===== config.mk =====
export PLATFORM = sky130hd
export DESIGN_NAME = prbs31_bert_ctrl
export DESIGN_NICKNAME = d
export VERILOG_FILES = /design/src/rtl/prbs_pkg.sv /design/src/rtl/prbs31_chk.sv /design/src/rtl/prbs31_bert_ctrl.sv
export SDC_FILE = /design/constraint.sdc
export NUM_CORES = 1
export LEC_CHECK = 0
export BUFFER_PORTS_ARGS = -buffer_cell sky130_fd_sc_hd__buf_2
export CORE_MARGIN = 4
export CORE_UTILIZATION = 35
export DETAILED_ROUTE_END_ITERATION = 7
export SLEW_MARGIN = 20
export SYNTH_ARGS = -nofsm -noshare
export SYNTH_HDL_FRONTEND = slang
export SYNTH_HIERARCHICAL = 1
export SYNTH_SLANG_ARGS = --single-unit

===== constraint.sdc =====
create_clock -name clk -period 11.9 [get_ports clk]
set_clock_uncertainty 0.05 [all_clocks]
set_input_delay 2.975 -clock clk [delete_from_list [all_inputs] [get_ports clk]]
set_output_delay 2.975 -clock clk [all_outputs]
set_load 0.02 [all_outputs]

===== src/rtl/prbs_pkg.sv =====
// Shared definitions for the PRBS31 (x^31+x^28+1) BERT sequencer and lane checkers:
// FSM state encoding, tap positions and the generator reset seed.
package prbs_pkg;

  typedef enum logic [2:0] {
    ST_IDLE  = 3'd0,
    ST_SYNC  = 3'd1,
    ST_LOCK  = 3'd2,
    ST_COUNT = 3'd3,
    ST_DONE  = 3'd4
  } bert_state_t;

  localparam int          PRBS_LEN  = 31;
  localparam int          PRBS_TAP  = 27;
  localparam logic [30:0] PRBS_SEED = 31'h55555555;

  // Next bit predicted from a history whose bit 0 is the newest sample.
  function automatic logic prbs31_next(input logic [PRBS_LEN-1:0] hist);
    return hist[PRBS_LEN-1] ^ hist[PRBS_TAP];
  endfunction

endpackage


===== src/rtl/prbs31_chk.sv =====
// Self-synchronising PRBS31 checker: shifts qualified bits into a 31-bit history
// and flags a received bit that disagrees with the polynomial prediction.
module prbs31_chk
  import prbs_pkg::*;
(
  input  logic clk,
  input  logic rst,
  input  logic en,
  input  logic din,
  output logic err
);

  logic [PRBS_LEN-1:0] hist_r;

  // History shift register, advanced only on qualified bits
  always_ff @(posedge clk or posedge rst) begin
    if (rst) begin
      hist_r <= {PRBS_LEN{1'b0}};
    end else if (en) begin
      hist_r <= {hist_r[PRBS_LEN-2:0], din};
    end else begin
      hist_r <= hist_r;
    end
  end

  assign err = din ^ prbs31_next(hist_r);

endmodule


===== src/rtl/prbs31_bert_ctrl.sv =====
// PRBS31 bit-error-rate test sequencer: sync, lock qualification, bit/error counting.
// Optional first-error capture outputs are built when PRBS_FIRST_ERR_EN is defined.
module prbs31_bert_ctrl
  import prbs_pkg::*;
#(
  parameter int LEN_W    = 40,
  parameter int ERR_W    = 32,
  parameter int LOCK_CNT = 64,
  parameter int LOSS_CNT = 8
) (
  input  logic             clk,
  input  logic             rst,
  input  logic             start,
  input  logic             abort,
  input  logic [LEN_W-1:0] bit_len,
  input  logic             rx_bit,
  input  logic             rx_valid,
  output logic             gen_rst,
  output logic             busy,
  output logic             locked,
  output logic             done,
  output logic             lock_lost,
  output logic [LEN_W-1:0] bit_cnt,
  output logic [ERR_W-1:0] err_cnt,
  output logic [2:0]       state
`ifdef PRBS_FIRST_ERR_EN
  ,
  output logic             first_err_vld,
  output logic [LEN_W-1:0] first_err_pos
`endif
);

  localparam int MATCH_W = $clog2(LOCK_CNT + 1);
  localparam int LOSS_W  = $clog2(LOSS_CNT + 1);

  localparam logic [4:0]         FILL_LAST  = 5'd30;
  localparam logic [MATCH_W-1:0] MATCH_LAST = MATCH_W'(LOCK_CNT - 1);
  localparam logic [LOSS_W-1:0]  LOSS_LAST  = LOSS_W'(LOSS_CNT - 1);
  localparam logic [LEN_W-1:0]   LEN_ONE    = {{(LEN_W-1){1'b0}}, 1'b1};
  localparam logic [ERR_W-1:0]   ERR_ONE    = {{(ERR_W-1){1'b0}}, 1'b1};
  localparam logic [ERR_W-1:0]   ERR_MAX    = {ERR_W{1'b1}};

  bert_state_t        state_r;
  logic [LEN_W-1:0]   len_r;
  logic [4:0]         fill_r;
  logic [MATCH_W-1:0] match_r;
  logic [LOSS_W-1:0]  loss_r;
  logic               chk_err_s;
  logic [LEN_W-1:0]   bit_nxt_s;

  prbs31_chk u_chk (
    .clk (clk),
    .rst (rst),
    .en  (rx_valid),
    .din (rx_bit),
    .err (chk_err_s)
  );

  assign bit_nxt_s = bit_cnt + LEN_ONE;
  assign state     = state_r;

  // Sequencer FSM with all status outputs and counters registered
  always_ff @(posedge clk or posedge rst) begin
    if (rst) begin
      state_r   <= ST_IDLE;
      len_r     <= {LEN_W{1'b0}};
      fill_r    <= 5'd0;
      match_r   <= {MATCH_W{1'b0}};
      loss_r    <= {LOSS_W{1'b0}};
      gen_rst   <= 1'b1;
      busy      <= 1'b0;
      locked    <= 1'b0;
      done      <= 1'b0;
      lock_lost <= 1'b0;
      bit_cnt   <= {LEN_W{1'b0}};
      err_cnt   <= {ERR_W{1'b0}};
`ifdef PRBS_FIRST_ERR_EN
      first_err_vld <= 1'b0;
      first_err_pos <= {LEN_W{1'b0}};
`endif
    end else begin
      done <= 1'b0;
      if (abort) begin
        // Counters are left untouched so the aborted run can still be read out
        state_r <= ST_IDLE;
        gen_rst <= 1'b1;
        busy    <= 1'b0;
        locked  <= 1'b0;
      end else begin
        case (state_r)
          ST_IDLE, ST_DONE: begin
            if (start) begin
              len_r     <= (bit_len == {LEN_W{1'b0}}) ? LEN_ONE : bit_len;
              bit_cnt   <= {LEN_W{1'b0}};
              err_cnt   <= {ERR_W{1'b0}};
              lock_lost <= 1'b0;
              fill_r    <= 5'd0;
              state_r   <= ST_SYNC;
              gen_rst   <= 1'b0;
              busy      <= 1'b1;
              locked    <= 1'b0;
`ifdef PRBS_FIRST_ERR_EN
              first_err_vld <= 1'b0;
              first_err_pos <= {LEN_W{1'b0}};
`endif
            end
          end
          ST_SYNC: begin
            if (rx_valid) begin
              if (fill_r == FILL_LAST) begin
                state_r <= ST_LOCK;
                match_r <= {MATCH_W{1'b0}};
              end else begin
                fill_r <= fill_r + 5'd1;
              end
            end
          end
          ST_LOCK: begin
            if (rx_valid) begin
              if (chk_err_s) begin
                match_r <= {MATCH_W{1'b0}};
              end else if (match_r == MATCH_LAST) begin
                state_r <= ST_COUNT;
                locked  <= 1'b1;
                loss_r  <= {LOSS_W{1'b0}};
              end else begin
                match_r <= match_r + {{(MATCH_W-1){1'b0}}, 1'b1};
              end
            end
          end
          ST_COUNT: begin
            if (rx_valid) begin
              bit_cnt <= bit_nxt_s;
              if (chk_err_s && (err_cnt != ERR_MAX)) begin
                err_cnt <= err_cnt + ERR_ONE;
              end
`ifdef PRBS_FIRST_ERR_EN
              if (chk_err_s && !first_err_vld) begin
                first_err_vld <= 1'b1;
                first_err_pos <= bit_cnt;
              end
`endif
              // Completion is tested first so it wins over a loss on the same bit
              if (bit_nxt_s == len_r) begin
                state_r <= ST_DONE;
                done    <= 1'b1;
                busy    <= 1'b0;
                locked  <= 1'b0;
              end else if (chk_err_s && (loss_r == LOSS_LAST)) begin
                state_r   <= ST_SYNC;
                fill_r    <= 5'd0;
                lock_lost <= 1'b1;
                locked    <= 1'b0;
              end else if (chk_err_s) begin
                loss_r <= loss_r + {{(LOSS_W-1){1'b0}}, 1'b1};
              end else begin
                loss_r <= {LOSS_W{1'b0}};
              end
            end
          end
          default: begin
            state_r <= ST_IDLE;
            gen_rst <= 1'b1;
            busy    <= 1'b0;
            locked  <= 1'b0;
          end
        endcase
      end
    end
  end

endmodule


# --- Yosys cells after proc, flatten, opt, wreduce, memory -nomap -nowiden ---
# Cells that the tools add are included.
classes:
  addsub: 5
  n_eq_ne: 34
  n_mux: 64
  n_bitwise: 3
  reduce_logical: 22
ops:
  columns: ["op", "count"]
  rows:
  - ["two-way mux 40 bit", 3]
  - ["two-way mux 32 bit", 3]
  - ["one-hot mux 40 bit (2 select lines)", 1]
  - ["one-hot mux 32 bit (2 select lines)", 1]
  - ["adder 40 x 1 -> 40 bit, second input constant", 1]
  - ["equality test 40 bit", 1]
  - ["zero test 40 bit", 1]
  - ["two-way mux 7 bit", 5]
  - ["adder 32 x 1 -> 32 bit, second input constant", 1]
  - ["!= test 32 bit, second input constant", 1]
  - ["two-way mux 3 bit", 10]
  - ["two-way mux 5 bit", 6]
  - ["two-way mux 4 bit", 7]
  - ["!= test 3 bit, second input constant", 9]
  - ["!= test 2 bit, second input constant", 13]
  - ["AND reduction 8 bit", 3]
  - ["two-way mux 1 bit", 20]
  - ["one-hot mux 5 bit (3 select lines)", 1]
  - ["one-hot mux 7 bit (2 select lines)", 1]
  - ["one-hot mux 3 bit (4 select lines)", 1]
  - ["AND reduction 6 bit", 2]
  - ["one-hot mux 4 bit (2 select lines)", 1]
  - ["AND reduction 4 bit", 2]
  - ["adder 7 x 1 -> 7 bit, second input constant", 1]
  - ["25 further kinds", 33]
totals:
  reg_bits: 167
  output_inout_bits: 80

# --- Depth between registers and ports, before layout ---
depth:
  ltp_word: 8
  depth_mapped: 13

# --- Cells and area by module ---
# The synthesis kept the hierarchy.
by_module_without_submodules:
  columns: ["mod", "instances", "cells_per_inst", "area_each_um2"]
  rows:
  - ["prbs31_bert_ctrl", 1, 944, 8418.1]
  - ["prbs31_chk", 1, 67, 1186.1]

# --- Least setup slack after synthesis ---
# OpenSTA, ideal clock, no wires.
synth_timing:
  path_type: "in2reg"
  start: "input port rx_bit"
  end: "register loss_r[0]"
  setup_ns: 0.125
  arrival_time_ns: 4.850
  t_required_ns: 11.725
  path_slack_ns: 6.875
  stages: 6
  path_cell_list: "xor3_1 nor4_1 nor2_1 a2111oi_0 nand2_1 mux2_2"
synth_via:
  elab_chain_len: 6
  elab_cells_between_ends: 10
  cone_classes: "2 x eq/ne; 5 x mux; 1 x bitwise; 2 x reduce/logical"
synth_rtl:
  columns: ["item", "line_no", "text"]
  rows:
  - ["start: declaration", "prbs31_bert_ctrl.sv:16", "input logic rx_bit,"]
  - ["bitwise XOR 1 bit (*)", "prbs31_chk.sv:26", "assign err = din ^ prbs31_next(hist_r);"]
  - ["two-way mux 4 bit", "prbs31_bert_ctrl.sv:154", "end else if (chk_err_s) begin"]
  - ["two-way mux 4 bit", "prbs31_bert_ctrl.sv:149", "end else if (chk_err_s && (loss_r == LOSS_LAST)) begin"]
  - ["two-way mux 4 bit", "prbs31_bert_ctrl.sv:144", "if (bit_nxt_s == len_r) begin"]
  - ["two-way mux 4 bit", "prbs31_bert_ctrl.sv:132", "if (rx_valid) begin"]
  - ["one-hot mux 4 bit (2 select lines)", "prbs31_bert_ctrl.sv:90", "case (state_r)"]
  - ["end signal: assignment", "prbs31_bert_ctrl.sv:125", "loss_r <= {LOSS_W{1'b0}};"]
  - ["end signal: assignment", "prbs31_bert_ctrl.sv:155", "loss_r <= loss_r + {{(LOSS_W-1){1'b0}}, 1'b1};"]
  - ["end signal: assignment", "prbs31_bert_ctrl.sv:157", "loss_r <= {LOSS_W{1'b0}};"]
  - ["end: declaration", "prbs31_bert_ctrl.sv:47", "logic [LOSS_W-1:0] loss_r;"]
# Mark *: on every way between the ends. The rest lies on a longest branch, timed or not. The select of a mux whose other input is x is not followed.
# A chain may end at the register's enable or synchronous reset.

# --- Worst setup path in the final report ---
layout_timing:
  start: "input port rx_valid"
  end: "register err_cnt[11]"
layout_via:
  elab_chain_len: 2
layout_rtl:
  columns: ["item", "line_no", "text"]
  rows:
  - ["start: declaration", "prbs31_bert_ctrl.sv:17", "input logic rx_valid,"]
  - ["!= test 2 bit (no source line)", null, null]
  - ["AND reduction 5 bit (no source line)", null, null]
  - ["end signal: assignment", "prbs31_bert_ctrl.sv:76", "err_cnt <= {ERR_W{1'b0}};"]
  - ["end signal: assignment", "prbs31_bert_ctrl.sv:95", "err_cnt <= {ERR_W{1'b0}};"]
  - ["end signal: assignment", "prbs31_bert_ctrl.sv:135", "err_cnt <= err_cnt + ERR_ONE;"]
  - ["end: declaration", "prbs31_bert_ctrl.sv:24", "output logic [ERR_W-1:0] err_cnt,"]
# Every way passes these cells.

==> results.toml <==
[sta]
setup_violations = 0
grt_setup_unrepaired = "no"
fin_crit_sh = 0.450
worst_pin_slew_ns = 1.00
final.min_clock_period_ns = 5.36
hold_violations = 0
maxSlewViolCount = 0
timing.fmax_mhz = 187
fin_tns_setup_ns = 0
maxSlewHeadroom = 0.315

[die]
fp-row-count = 60
fp.dieH_um = 174
start_util = 0.356
pin_count = 126
core-area_um2 = 27000
die_w_um = 174
die_area_um2 = 30200

[critical_path]
critPathKind = "in2reg"
cp_max_fo = 38
crit_required_ns = 12.21
worstSetupEndpointType = "register"
r2r_cells = 10
max_stage_delay_ns = 0.46
startpoint_type = "input pin"
r2r_end = "loss_r[2]"
crit_chain = "buf_2, buf_4, nand2_1, a21oi_1, buf_4, o311ai_1, o21ai_1, nand3_1, or3_1, a21oi_1"
slowest_stage = "o21ai_1"
r2r-start = "bit_cnt[0]"
cp.arrival_ns = 5.67
r2r_slack_ns = 7.91

[synth]
syn_area_um2 = 9600
async_flop_share = 1.00
ys_warn_count = 6
synth_flop_cell = "dfrtp_1"
synthCells = 1011
ys_seq_area_frac = 0.435
ys_top_cells_by_area = "dfrtp_1 43%, mux2_2 8.2%, o21ai_0 4.8%, nand2_1 3.8%, xnor2_1 3.6%"
synth_top_area_cell = "dfrtp_1"
synth_fp_nets = 1063
synth_edf_count = 0
synth_top_area_share = 0.433
netlist-cell-type-count = 78
syn_area_per_cell_um2 = 9.50
synth-seq-cells = 167

[clock_network]
clk_latency_ns = 0.44
clkTransAtPathRegs_ns = 0.08
htree_levels = 4
clock_sinks = 167
cts_setup_buffers = 0
ctsResizeCount = 0
numCtsBuffers = 17
cts.path.max_buffers = 2
cts_tree = "built"
cts_hold_buf = 0
cts_root_buf = "clkbuf_16"

[place]
portBuffers = 125
gp_congestion = 0.948
dp_hpwl_um = 20000

[routing]
drt_wl_total_um = 27400
antenna_left = 0
wire_per_inst_um = 18.8
drc = 0
vias_per_cell = 5.63
first_iter_violations = 838
first_pass_iters = 5
routed-via-count = 8197

[layout]
final_cell_mix = "166 x dfrtp_1, 125 x buf_2, 97 x nand2_1, 93 x o21ai_0, 70 x mux2_2"
regArea_um2 = 4180
drive_gt1_frac = 0.228
area_growth_pct = 14.8
fill_cells = 2627
antenna_cells = 0
nets = 1153
final_util = 0.409
final_common_cell = "dfrtp_1"
multi_input_area_um2 = 5080

[power]
pwr-share-clk = 0.287
p_seq_frac = 0.429
pwr-share-comb = 0.285
p_per_area_nw_per_um2 = 178
totalPowerFinal_uw = 1960
p_int_uw = 1260
vdd_drop_max_mv = 0.0980
leakagePower_uw = 0.00462
p_sw_uw = 701
switching_share = 0.357

[run]
max_cap_viol_count = 0

[hold_path]
hold_depth = 1
min_from = "match_r[4]"
holdPathEnd = "match_r[4]"
worstHoldPathType = "reg2reg"

[grt]
track_usage = 0.180
grt_max_degree = 77
antenna_found_initial = 2
grt_pass1_wl_um = 44200
overflow = 0
grt_pass1_vias = 7862

[status]
status = "finished, final reports clean"
==> through the flow <==
stage / setup slack, ns / std cells / hold WS [ns] / instance area [µm²]
floorplan: 5.24 / 1011 / 0.395 / 9600
global placement: 6.22 / 1423 / 0.424 / 10400
detailed placement: 6.13 / 1423 / 0.430 / 10400
CTS: 6.57 / 1455 / 0.440 / 11000
global route: 6.21 / 1455 / 0.465 / 11000
finish: 6.54 / 1455 / 0.435 / 11000
==> logic make-up (layout without fill, tap and decap cells) <==
group,count (synthesis),in the layout,share of synthesized area
flops,167,167,0.435
fa+ha+maj,6,6,0.00782
buf+inv,79,182,0.0369
compound gates,215,215,0.139
simple gates,395,395,0.224
xor+xnor,77,77,0.0733
mux,72,72,0.0842
==> area by class of cell <==
class,instances,share of cell area
multi-input combinational,765,0.461
clock buffer,18,0.0389
clock inverter,14,0.0150
tap,341,0.0387
timing repair buffer,130,0.0602
inverter,20,0.00727
sequential,167,0.379
==> metal layers <==
| metal | share of wire | track usage |
|---|---|---|
| met4 | 0.020 | 0.0538 |
| met1 | 0.48 | 0.265 |
| met5 | 0.00051 | 0 |
| met3 | 0.049 | 0.0297 |
| met2 | 0.45 | 0.275 |
==> synth_stat cells (4+ instances only) <==
library cell	n
dfrtp_1	166
o31ai_1	20
nand2b_1	16
xnor2_1	40
xor2_1	35
a31oi_1	10
o21ai_0	93
or2_2	6
and3_1	10
nor2_1	70
o211ai_1	5
ha_1	6
nor4_1	25
nand2_1	97
or3_1	21
o41ai_1	7
nor2b_1	12
nand3_1	34
mux2_2	70
nor3_1	21
buf_2	11
clkbuf_1	40
and4_1	11
a21oi_1	34
nand3b_1	4
nand4_1	36
inv_1	20
buf_6	5
==> critical path, delay by kind of cell <==
| kind | cells | cell delay [ns] |
|---|---|---|
| AO/OA/AOI/OAI | 4 | 1.08 |
| AND/OR/NAND/NOR | 3 | 0.91 |
| buffers and inverters | 3 | 0.68 |
==> worst max-delay path by stage <==
| stage | from | to | cells after the start |
|---|---|---|---|
| final | rx_valid | err_cnt[11] | 10 |
| after CTS | rx_valid | err_cnt[11] | 10 |
| after floorplan | rst | bit_cnt[0] | 1 |
| after global placement | rx_valid | err_cnt[15] | 11 |
| after global routing | rx_valid | err_cnt[13] | 10 |
| after detailed placement | rx_valid | err_cnt[17] | 11 |
==> power groups by stage <==
stage                     Clock (µW)  Sequential (µW)  Combinational [µW]
after global placement             0              845                 545
after floorplan                    0              808                 428
after CTS                        579              840                 558
final                            562              841                 559
after detailed placement           0              851                 555
after global routing             600              862                 615
==> state kept, by name, indices dropped and copies added, names as in the netlist <==
name / flops
busy: 1
gen_rst: 1
bit_cnt: 40
state: 3
fill_r: 5
locked: 1
len_r: 40
lock_lost: 1
u_chk/hist_r: 31
done: 1
err_cnt: 32
match_r: 7
loss_r: 4
No activity file was read; power rests on OpenSTA's default activity.
